## src/rtl/vga_scan_gen_pkg.sv

```systemverilog
// Shared raster types and the default 640x480@60 timing (800x525 total) for the VGA scan generator.
package vga_timing_pkg;
   localparam int unsigned COORD_W   = 10;
   localparam int unsigned COORD_MAX = 1 << COORD_W;

   typedef logic [COORD_W-1:0] coord_t;

   typedef enum logic [1:0] {
      ACTIVE = 2'd0,
      FRONT  = 2'd1,
      SYNC   = 2'd2,
      BACK   = 2'd3
   } scan_phase_t;

   localparam int unsigned H_ACTIVE_DEF = 640;
   localparam int unsigned H_FRONT_DEF  = 16;
   localparam int unsigned H_SYNC_DEF   = 96;
   localparam int unsigned H_BACK_DEF   = 48;
   localparam int unsigned V_ACTIVE_DEF = 480;
   localparam int unsigned V_FRONT_DEF  = 10;
   localparam int unsigned V_SYNC_DEF   = 2;
   localparam int unsigned V_BACK_DEF   = 33;
   localparam bit          SYNC_POL_DEF = 1'b0;
endpackage

```

## src/rtl/vga_scan_gen_if.sv

```systemverilog
// Raster bundle between the scan generator (master) and the draw/colour logic (slave).
// frame_cnt exists only when VGA_FRAME_CNT_EN is defined.
interface vga_scan_if;
   import vga_timing_pkg::*;

   logic   tick;
   coord_t pix_x;
   coord_t pix_y;
   logic   hsync;
   logic   vsync;
   logic   display_on;
   logic   line_start;
   logic   frame_start;
`ifdef VGA_FRAME_CNT_EN
   logic [7:0] frame_cnt;

   modport master (input tick, output pix_x, pix_y, hsync, vsync, display_on,
                   line_start, frame_start, frame_cnt);
   modport slave  (output tick, input pix_x, pix_y, hsync, vsync, display_on,
                   line_start, frame_start, frame_cnt);
`else
   modport master (input tick, output pix_x, pix_y, hsync, vsync, display_on,
                   line_start, frame_start);
   modport slave  (output tick, input pix_x, pix_y, hsync, vsync, display_on,
                   line_start, frame_start);
`endif
endinterface

```

## src/rtl/vga_scan_gen_axis.sv

```systemverilog
// One raster axis: coordinate counter with its blanking-phase FSM and registered sync decode.
//   state     | meaning
//   ST_ACTIVE | visible pixels/lines
//   ST_FRONT  | front porch
//   ST_SYNC   | sync pulse, sync_o at SYNC_POL
//   ST_BACK   | back porch (also the reset state, counter at TOTAL-1)
module scan_axis_counter
   import vga_timing_pkg::*;
#(
   parameter int unsigned ACTIVE_LEN = H_ACTIVE_DEF,
   parameter int unsigned FRONT_LEN  = H_FRONT_DEF,
   parameter int unsigned SYNC_LEN   = H_SYNC_DEF,
   parameter int unsigned BACK_LEN   = H_BACK_DEF,
   parameter bit          SYNC_POL   = SYNC_POL_DEF
) (
   input  logic   clk,
   input  logic   rst_n,
   input  logic   step_i,
   output coord_t cnt_o,
   output logic   sync_o,
   output logic   active_nxt_o,
   output logic   wrap_o
);
   localparam int unsigned TOTAL   = ACTIVE_LEN + FRONT_LEN + SYNC_LEN + BACK_LEN;
   localparam coord_t      LAST    = coord_t'(TOTAL - 1);
   localparam coord_t      B_FRONT = coord_t'(ACTIVE_LEN);
   localparam coord_t      B_SYNC  = coord_t'(ACTIVE_LEN + FRONT_LEN);
   localparam coord_t      B_BACK  = coord_t'(ACTIVE_LEN + FRONT_LEN + SYNC_LEN);

   localparam logic [1:0] ST_ACTIVE = ACTIVE;
   localparam logic [1:0] ST_FRONT  = FRONT;
   localparam logic [1:0] ST_SYNC   = SYNC;
   localparam logic [1:0] ST_BACK   = BACK;

   if (TOTAL > COORD_MAX) begin : g_bad_total
      $error("scan_axis_counter: total of %0d exceeds the 10-bit coordinate range", TOTAL);
   end

   coord_t     cnt_q, cnt_d;
   logic [1:0] phase_q, phase_d;
   logic       sync_q, sync_d;

   always_comb begin
      cnt_d   = cnt_q;
      phase_d = phase_q;
      if (step_i) begin
         cnt_d = (cnt_q == LAST) ? '0 : cnt_q + coord_t'(1);
         if (cnt_d == '0)           phase_d = ST_ACTIVE;
         else if (cnt_d == B_FRONT) phase_d = ST_FRONT;
         else if (cnt_d == B_SYNC)  phase_d = ST_SYNC;
         else if (cnt_d == B_BACK)  phase_d = ST_BACK;
      end
      sync_d = (phase_d == ST_SYNC) ? SYNC_POL : ~SYNC_POL;
   end

   always_ff @(posedge clk or negedge rst_n) begin
      if (!rst_n) begin
         cnt_q   <= LAST;
         phase_q <= ST_BACK;
         sync_q  <= ~SYNC_POL;
      end else begin
         cnt_q   <= cnt_d;
         phase_q <= phase_d;
         sync_q  <= sync_d;
      end
   end

   // The top registers display_on from the next phase so it lines up with cnt_q.
   assign active_nxt_o = (phase_d == ST_ACTIVE);
   assign wrap_o       = step_i && (cnt_q == LAST);
   assign cnt_o        = cnt_q;
   assign sync_o       = sync_q;
endmodule

```

## src/rtl/vga_scan_gen.sv

```systemverilog
// Raster scan generator: pixel/line counters, syncs, display enable and line/frame strobes.
// Optional frame counter output enabled by defining VGA_FRAME_CNT_EN.
module vga_scan_gen
   import vga_timing_pkg::*;
#(
   parameter int unsigned H_ACTIVE = H_ACTIVE_DEF,
   parameter int unsigned H_FRONT  = H_FRONT_DEF,
   parameter int unsigned H_SYNC   = H_SYNC_DEF,
   parameter int unsigned H_BACK   = H_BACK_DEF,
   parameter int unsigned V_ACTIVE = V_ACTIVE_DEF,
   parameter int unsigned V_FRONT  = V_FRONT_DEF,
   parameter int unsigned V_SYNC   = V_SYNC_DEF,
   parameter int unsigned V_BACK   = V_BACK_DEF,
   parameter bit          SYNC_POL = SYNC_POL_DEF
) (
   input logic        clk,
   input logic        rst_n,
   vga_scan_if.master scan
);
   coord_t h_cnt, v_cnt;
   logic   h_sync, v_sync;
   logic   h_act_nxt, v_act_nxt;
   logic   h_wrap, v_wrap, v_step;
   logic   display_on_q, line_start_q, frame_start_q;

   assign v_step = scan.tick & h_wrap;

   scan_axis_counter #(
      .ACTIVE_LEN(H_ACTIVE), .FRONT_LEN(H_FRONT), .SYNC_LEN(H_SYNC), .BACK_LEN(H_BACK),
      .SYNC_POL(SYNC_POL)
   ) u_h (
      .clk(clk), .rst_n(rst_n), .step_i(scan.tick), .cnt_o(h_cnt), .sync_o(h_sync),
      .active_nxt_o(h_act_nxt), .wrap_o(h_wrap)
   );

   scan_axis_counter #(
      .ACTIVE_LEN(V_ACTIVE), .FRONT_LEN(V_FRONT), .SYNC_LEN(V_SYNC), .BACK_LEN(V_BACK),
      .SYNC_POL(SYNC_POL)
   ) u_v (
      .clk(clk), .rst_n(rst_n), .step_i(v_step), .cnt_o(v_cnt), .sync_o(v_sync),
      .active_nxt_o(v_act_nxt), .wrap_o(v_wrap)
   );

   always_ff @(posedge clk or negedge rst_n) begin
      if (!rst_n) begin
         display_on_q  <= 1'b0;
         line_start_q  <= 1'b0;
         frame_start_q <= 1'b0;
      end else begin
         display_on_q  <= h_act_nxt & v_act_nxt;
         line_start_q  <= h_wrap;
         frame_start_q <= h_wrap & v_wrap;
      end
   end

`ifdef VGA_FRAME_CNT_EN
   logic [7:0] frame_cnt_q;

   always_ff @(posedge clk or negedge rst_n) begin
      if (!rst_n)                frame_cnt_q <= '0;
      else if (h_wrap & v_wrap)  frame_cnt_q <= frame_cnt_q + 8'd1;
   end

   assign scan.frame_cnt = frame_cnt_q;
`endif

   assign scan.pix_x       = h_cnt;
   assign scan.pix_y       = v_cnt;
   assign scan.hsync       = h_sync;
   assign scan.vsync       = v_sync;
   assign scan.display_on  = display_on_q;
   assign scan.line_start  = line_start_q;
   assign scan.frame_start = frame_start_q;
endmodule

```

## src/flat_wrapper.sv

```systemverilog
// flat-port wrapper written by rule: the top's interface ports become plain ports
module vga_scan_gen_flat import vga_timing_pkg::*;
#(
   parameter int unsigned H_ACTIVE = H_ACTIVE_DEF,
   parameter int unsigned H_FRONT  = H_FRONT_DEF,
   parameter int unsigned H_SYNC   = H_SYNC_DEF,
   parameter int unsigned H_BACK   = H_BACK_DEF,
   parameter int unsigned V_ACTIVE = V_ACTIVE_DEF,
   parameter int unsigned V_FRONT  = V_FRONT_DEF,
   parameter int unsigned V_SYNC   = V_SYNC_DEF,
   parameter int unsigned V_BACK   = V_BACK_DEF,
   parameter bit          SYNC_POL = SYNC_POL_DEF
)
  (clk, rst_n, scan_tick, scan_pix_x, scan_pix_y, scan_hsync, scan_vsync, scan_display_on, scan_line_start, scan_frame_start);
  vga_scan_if scan_i ();
  input logic clk;
  input logic rst_n;
  input wire logic [$bits(scan_i.tick)-1:0] scan_tick;
  output wire logic [$bits(scan_i.pix_x)-1:0] scan_pix_x;
  output wire logic [$bits(scan_i.pix_y)-1:0] scan_pix_y;
  output wire logic [$bits(scan_i.hsync)-1:0] scan_hsync;
  output wire logic [$bits(scan_i.vsync)-1:0] scan_vsync;
  output wire logic [$bits(scan_i.display_on)-1:0] scan_display_on;
  output wire logic [$bits(scan_i.line_start)-1:0] scan_line_start;
  output wire logic [$bits(scan_i.frame_start)-1:0] scan_frame_start;
  assign scan_i.tick = scan_tick;
  assign scan_pix_x = scan_i.pix_x;
  assign scan_pix_y = scan_i.pix_y;
  assign scan_hsync = scan_i.hsync;
  assign scan_vsync = scan_i.vsync;
  assign scan_display_on = scan_i.display_on;
  assign scan_line_start = scan_i.line_start;
  assign scan_frame_start = scan_i.frame_start;
  vga_scan_gen #(.H_ACTIVE(H_ACTIVE), .H_FRONT(H_FRONT), .H_SYNC(H_SYNC), .H_BACK(H_BACK), .V_ACTIVE(V_ACTIVE), .V_FRONT(V_FRONT), .V_SYNC(V_SYNC), .V_BACK(V_BACK), .SYNC_POL(SYNC_POL)) u_core (.clk(clk), .rst_n(rst_n), .scan(scan_i));
endmodule
```

## config.mk

```make
export PLATFORM = sky130hd
export DESIGN_NAME = vga_scan_gen_flat
export DESIGN_NICKNAME = d
export VERILOG_FILES = /design/src/rtl/vga_scan_gen_pkg.sv /design/src/rtl/vga_scan_gen_if.sv /design/src/rtl/vga_scan_gen_axis.sv /design/src/rtl/vga_scan_gen.sv /design/src/flat_wrapper.sv
export SDC_FILE = /design/constraint.sdc
export NUM_CORES = 1
export LEC_CHECK = 0
export ABC_AREA = 1
export CELL_PAD_IN_SITES_DETAIL_PLACEMENT = 2
export CELL_PAD_IN_SITES_GLOBAL_PLACEMENT = 2
export CORE_MARGIN = 5
export CORE_UTILIZATION = 27
export DETAILED_ROUTE_END_ITERATION = 16
export GPL_ROUTABILITY_DRIVEN = 0
export PLACE_DENSITY_LB_ADDON = 0.08
export RECOVER_POWER = 50
export SETUP_SLACK_MARGIN = 0.4
export SYNTH_ARGS = -nofsm -noshare
export SYNTH_HDL_FRONTEND = slang
export SYNTH_SLANG_ARGS = --single-unit
```

## constraint.sdc

```tcl
create_clock -name clk -period 1.9 [get_ports clk]
set_input_delay 0.285 -clock clk [delete_from_list [all_inputs] [get_ports clk]]
set_output_delay 0.285 -clock clk [all_outputs]
set_load 0.1 [all_outputs]
```

==> results_dict.tcl <==
set metrics [dict create \
    cts_buffers 5 \
    cts_buffer_depth 2 \
    power_leakage_uw 0.00162 \
    track_usage 0.176 \
    grt-ovfl-total 0 \
    synth_nets 301 \
    path_max_fanout 6 \
    start_util 0.273 \
    grt_max_degree 30 \
    holdPathEnd "u_core.u_h.phase_q[0]" \
    grt_setup_unrepaired "yes" \
    busiest_layer "met2" \
    yosysSeqAreaShare 0.383 \
    syn_avg_cell_area_um2 6.63 \
    violations "setup timing" \
    hp-class "reg -> reg" \
    viasPerCell 4.55 \
    worstHoldPathCells 2 \
    max_slew.worst_pin.slew_ns 0.812 \
    dieArea_um2 9020 \
    setup_slack_ns -0.179 \
    wirelength_mm 7.59 \
    cap_violations 0 \
    antennaDiodeCount 0 \
    ir_drop_v 0.000318 \
    dp_hpwl_mm 5.72 \
    cts_tree "built" \
    required_ns 2.12 \
    use_met3 0.0247 \
    r2r-start "u_core.u_h.cnt_o[0]" \
    timing.final.crit_share 1.09 \
    r2r_end "u_core.scan.display_on" \
    fp.dieH_um 95.0 \
    portBuffers 27 \
    dr.pass1.iters 4 \
    cts_htree_levels 2 \
    grt_pass1_wl_mm 12.2 \
    clock_latency_ns 0.28 \
    place_ws_ns -0.389 \
    antenna_found_initial 0 \
    reg2reg_depth 13 \
    clockPowerShare 0.164 \
    p_sw_frac 0.456 \
    clk_pin_slew_ns 0.07 \
    setup_viol 16 \
    placed_area_um2 2890 \
    gr-usage-met2 0.359 \
    stdcell_area_um2 3390 \
    setup_tns_ns -1.36 \
    cellPowerDensity_nw_per_um2 920 \
    startpoint_type "flop" \
    cts_hold_buf 0 \
    antenna_left 0 \
    hold_start "u_core.u_h.phase_q[0]" \
    syn-cell-area_um2 1950 \
    grt_pass1_vias 2475 \
    r2r_slack_ns -0.18 \
    yosysWarnings 0 \
    slew_headroom 0.459 \
    ios 28 \
    min_period_ns 2.08 \
    remaining_drc_errors 0 \
    core_um2 7140 \
    final_max_slew_viol_count 0 \
    crit_path_end_kind "flop" \
    wire_per_inst_um 15.7 \
    use_met1 0.186 \
    drive_above_1_share 0.499 \
    drt_iter0_markers 32 \
    yosysUniqueCellTypes 27 \
    rows 31 \
    area_growth_pct 73.7 \
    whs_ns 0.572 \
    nNetsFinal 391 \
    ys_ff_latch 29 \
    critPathKind "reg -> reg" \
    fin_util 0.475 \
    p_int_uw 1700 \
    fmax_mhz 481 \
    power_frac_comb 0.556 \
    cts_root_buf "clkbuf_8" \
    syn_inst 294 \
    clock_sinks 29 \
    finalHoldViolCount 0 \
    status "complete, but fails checks" \
    seqPwrFrac 0.280 \
    switchingPower_uw 1420 \
    die_x_um 95.0 \
    dr_total_vias 2203 \
    skew_ns 0.00548 \
    worst_ep_arrival_time_ns 2.30 \
]
-- metal layers --
metal / share of wire / vias up / routed length (µm)
met3: 0.016 / 6 / 119
li1: - / 1082 / -
met5: 0 / - / 0
met1: 0.39 / 1095 / 2930
met4: 0.0092 / 0 / 70
met2: 0.59 / 20 / 4460
-- timing repair --
action                     CTS  global route
pin swaps                   27            26
setup endpoints to repair   31            37
buffers inserted             8             4
cloned                       0             1
resized for setup           53            38
-- kinds of logic (layout without fill, tap and decap cells) --
kind of cell,after synthesis,count (layout),share of synthesized area
simple gates,189,189,0.419
buf+inv,48,139,0.100
flops,29,29,0.383
compound gates,22,22,0.0597
fa+ha+maj,4,4,0.0257
xor+xnor,2,2,0.0128
-- sequential cells by signal (all words and copies together) (netlist names) --
register	flops
u_core.scan.display_on	1
u_core.scan.frame_start	1
u_core.scan.line_start	1
u_core.u_h.cnt_o	10
u_core.u_h.phase_q	2
u_core.u_h.sync_o	1
u_core.u_v.cnt_o	10
u_core.u_v.phase_q	2
u_core.u_v.sync_o	1
-- per-stage QoR --
| stage | power, µW | std cells |
|---|---|---|
| 6_report | 3120 | 484 |
| 5_1_grt | 3290 | 484 |
| 4_1_cts | 3070 | 479 |
| 3_5_place_dp | 2430 | 463 |
| 3_3_place_gp | 2390 | 463 |
| 2_1_floorplan | 1770 | 294 |
-- power groups by stage --
stage	Clock (µW)	Sequential, µW	Combinational (µW)
2_1_floorplan	0	1400	369
3_3_place_gp	0	872	1520
3_5_place_dp	0	880	1550
4_1_cts	529	870	1670
5_1_grt	552	891	1850
6_report	512	872	1730
-- worst max path at each step --
stage	startpoint	end
after global routing	u_core.u_h.cnt_o[1]	u_core.scan.display_on
after detailed placement	u_core.u_v.cnt_o[0]	u_core.scan.display_on
after global placement	u_core.u_v.cnt_o[0]	u_core.scan.display_on
final	u_core.u_h.cnt_o[0]	u_core.scan.display_on
after floorplan	u_core.u_v.cnt_o[2]	u_core.scan.display_on
after CTS	u_core.u_h.cnt_o[1]	u_core.scan.display_on
-- cells in the mapped netlist --
library cell	n	area [µm²]
a21oi_1	1	5.00
buf_2	2	10.0
buf_4	1	7.51
buf_6	1	11.3
clkbuf_1	1	3.75
clkbuf_2	1	5.00
dfrtp_1	13	325
dfstp_2	16	420
ha_1	4	50.1
inv_1	39	146
inv_2	3	11.3
nand2_1	108	405
nand2_2	6	37.5
nand3_1	27	135
nand3_2	2	20.0
nand3b_1	2	15.0
nand4_1	2	12.5
nor2_1	33	124
nor2_2	3	18.8
nor2_4	3	33.8
nor3_1	3	15.0
o21ai_0	18	90.1
o21ai_1	1	5.00
o21ai_2	1	8.76
o21bai_1	1	7.51
xor2_1	1	8.76
xor2_2	1	16.3
-- cell usage in the layout (no fill, tap or decap), types with 8 or more instances in the layout --
cell     synthesis  final
buf_4            1     42
o21ai_1          1      8
nand2_2          6     19
nand2_1        108     90
dfstp_4          0      9
nand3_1         27     17
buf_6            1     23
nor2_2           3      8
inv_2            3      9
buf_12           0     17
nor2_1          33     24
o21ai_0         18      8
inv_1           39     32
nand3_2          2      9
-- cell type report --
class / instances / area [µm²]
fillers: 831 / 3750
multi-input cells: 217 / 1260
repair buffers: 88 / 955
flip-flops and latches: 29 / 800
inverters: 42 / 163
well taps: 99 / 124
clock buffers: 6 / 72.6
clock inverters: 2 / 10.0
repair inverters: 1 / 6.26
-- worst max-delay path, stage by stage, from the launching register on --
cell and delay [ns]:
dfstp_4 0.65, ha_4 0.15, nand2_4 0.07, nor2_4 0.15
nand3_4 0.16, nand3_4 0.12, nand2_1 0.08, nor2_1 0.17
nand2_1 0.09, nand3_2 0.06, nand2_1 0.06, nand2_2 0.09
nand3_2 0.07, nor2_1 0.09
(Power assumes the default switching activity.)
==> patch: new RTL, same settings <==
Change the package constant `SYNC_POL_DEF` from 1'b0 to 1'b1.
--- a/src/rtl/vga_scan_gen_pkg.sv
+++ b/src/rtl/vga_scan_gen_pkg.sv
@@ -22,3 +22,3 @@
    localparam int unsigned V_BACK_DEF   = 33;
-   localparam bit          SYNC_POL_DEF = 1'b0;
+   localparam bit          SYNC_POL_DEF = 1'b1;
 endpackage
Formal check against the unedited RTL: not equivalent (a bounded check fails within 4 cycles, from zero or initial values and one cycle with rst_n low).
==> patch against the original RTL <==
The flow still finishes with violations (setup timing). Final area did not move. Cell count fell by 2.3%. Total power rose by 6.1%. Sequential cell count did not move. Setup slack got worse by 190 ps. Routed wire length rose by 31%. Clock power barely moved. Synthesized area fell by 3.1%. Count of clock-buffer cells in the layout fell by 1. Maximum frequency fell by 8.4%. Largest power group unchanged.
==> patch: results (changes against the original RTL) <==
{| class="wikitable"
! Metric !! Value
|-
| Run status || finished, violations left
|-
| Violated checks || setup timing
|-
| Largest vdd supply drop || 0.000444 V (+40%)
|-
| Slew Limit Headroom || 0.462 (+0.00359)
|-
| Unique masters post-synth || 26 (-3.7%)
|-
| Ranking of synthesized cells by area || sky130_fd_sc_hd__dfrtp_1, sky130_fd_sc_hd__nand2_1, sky130_fd_sc_hd__dfstp_2
|-
| Initial detailed-routing violation count || 54 (+69%)
|-
| Final worst slack || -370 ps (-191 ps)
|-
| Pre-CTS setup slack || -308 ps (+80.4 ps)
|-
| Hpwl dp || 5450 um (-4.8%)
|-
| Met3 routed WL || 259 um (+120%)
|-
| GR met3 Demand/Resource || 0.0409 (+0.0162)
|-
| Number of enable flip-flop cells after synthesis || 0 (unchanged)
|-
| Fraction of registers with async set/reset || 1.00 (unchanged)
|-
| Ranking of synthesized cells by instance count || sky130_fd_sc_hd__nand2_1, sky130_fd_sc_hd__inv_1, sky130_fd_sc_hd__nor2_1
|-
| Static power due to leakage || 1.57 nW (-2.9%)
|-
| Setup Viol. Count Final || 19 (+3)
|-
| Int Pwr || 1.70 mW (+0.13%)
|-
| Clock network latency to the later pin of the worst-skew pair || approximately 290 ps
|-
| Worst endpoint data arrival time || 2450 ps (+150 ps)
|-
| Cells after Synth || 281 (-4.4%)
|-
| Fillers || 758 (-8.8%)
|-
| Cell with the largest stage delay on the worst path || sky130_fd_sc_hd__dfstp_4
|-
| Origin of the worst setup path || u_core.u_h.cnt_o[0]$_DFFE_PN1P_
|-
| Sequential area share after synthesis || 0.393 (+0.0108)
|-
| Capturing point of the worst reg2reg path || u_core.scan.display_on$_DFF_PN0_
|-
| Met1 routed wirelength after detailed routing || 4240 um (+45%)
|-
| Global-route usage over all layers || 0.235 (+0.0585)
|-
| Global-route wire length before repair || 15400 um (+26%)
|-
| Total via count after detailed routing || 2303 (+4.5%)
|-
| Number of global-route vias before repair || 2673 (+8.0%)
|-
| Worst Reg-to-Reg Cells || 14 (+1)
|-
| Total of buffers placed on input and output ports || 27 (unchanged)
|-
| Final net count || 383 (-2.0%)
|-
| Metal2 WL || 5190 um (+16%)
|-
| Worst clock skew || 5.79 ps (+0.305 ps)
|-
| Routed Wire Length || 9950 um (+31%)
|-
| Number of antenna violations at the first check in global routing || 0 (unchanged)
|-
| Global-route track usage on met1 || 0.283 (+0.0970)
|-
| Maximum net fanout on the critical path || 5 (-1)
|-
| Layout cell share with drive strength beyond 1 || 0.557 (+0.0583)
|-
| TritonRoute pass-1 iters || 4 (unchanged)
|-
| Number of instances in the placed design || 448 (-3.2%)
|-
| Total nets after synthesis || 288 (-4.3%)
|-
| Deepest clock path buffer count || 2 (unchanged)
|-
| Met2 GRT Util || 0.414 (+0.0546)
|-
| Standard cell area after detailed placement || 0.00275 mm2 (-4.8%)
|-
| Count of placed standard cells in the final layout, fillers left out || 473 (-2.3%)
|}
## patch: changes by cell type in the layout (fill, tap and decap cells not counted), sizes merged, moves of 2 or more
cell,delta
buf,+2
clkinvlp,+2
dfrtp,+2
dfstp,-2
inv,-5
nand2,-12
nand3,-3
nand3b,-2
nor2,+4
nor3,-2
o211ai,+2
## patch: cell families after synthesis
logic type,count (synthesis),share of synthesized area
AOI/OAI and AO/OA,30,0.0874
xor gates and xnor gates,1,0.00464
adders and majority gates,4,0.0265
buffers and inverters,43,0.0894
DFF,29,0.393
and+or+nand+nor,174,0.399
## patch: power groups by stage
stage	clock network [mW]	logic [mW]	registers (mW)
floorplan	0	0.347	1.49
global placement	0	1.56	0.901
detailed placement	0	1.60	0.909
CTS	0.518	1.77	0.910
global route	0.567	1.98	0.936
finish	0.513	1.88	0.917
## patch: through the flow
step / setup TNS, ps / power, mW / hold WS, ps
after global routing: -6580 / 3.48 / 564
final: -4420 / 3.31 / 556
after floorplan: -1260 / 1.83 / -10.6
after detailed placement: -2280 / 2.51 / 515
after global placement: -985 / 2.46 / 515
after CTS: -1380 / 3.19 / 401
## patch: area by class of cell
class | count | area (um2) | share of cell area
inverters | 39 | 155 | 0.0458
clock buffers | 5 | 68.8 | 0.0203
repair buffers | 90 | 872 | 0.257
clock inverters | 3 | 12.5 | 0.00369
well taps | 96 | 120 | 0.0355
multi-input cells | 210 | 1360 | 0.402
flip-flops and latches | 29 | 791 | 0.233
repair inverters | 1 | 7.51 | 0.00222
## patch: worst reg2reg max path: stages (launching register included)
cell                      delay (ps)
sky130_fd_sc_hd__dfstp_4         660
sky130_fd_sc_hd__ha_4            160
sky130_fd_sc_hd__nand2_4          70
sky130_fd_sc_hd__nor2_4          210
sky130_fd_sc_hd__nand3_4         150
sky130_fd_sc_hd__nand2_4         150
sky130_fd_sc_hd__nand2_2         100
sky130_fd_sc_hd__nor2_4          140
sky130_fd_sc_hd__nand3_4         110
sky130_fd_sc_hd__nand2_4         100
sky130_fd_sc_hd__nand2_2          60
sky130_fd_sc_hd__nand2_2          70
sky130_fd_sc_hd__nand2_2          70
sky130_fd_sc_hd__nand3_1         100
sky130_fd_sc_hd__nor2_1           40
## patch: worst min path at each step
stage	to	slack, ps
2_1_floorplan	u_core.scan.display_on$_DFF_PN0_	-10
3_3_place_gp	u_core.u_h.phase_q[0]$_DFF_PN1_	520
3_5_place_dp	u_core.u_h.phase_q[0]$_DFF_PN1_	520
4_1_cts	u_core.u_v.cnt_o[1]$_DFFE_PN0P_	400
5_1_grt	u_core.u_h.phase_q[0]$_DFF_PN1_	560
6_report	u_core.u_h.phase_q[0]$_DFF_PN1_	560
## patch: repair_timing
action	in CTS	in global routing
pin swaps	30	13
gates resized for setup	98	39
buffers inserted	13	2
cloned	2	0
setup endpoints to repair	34	38
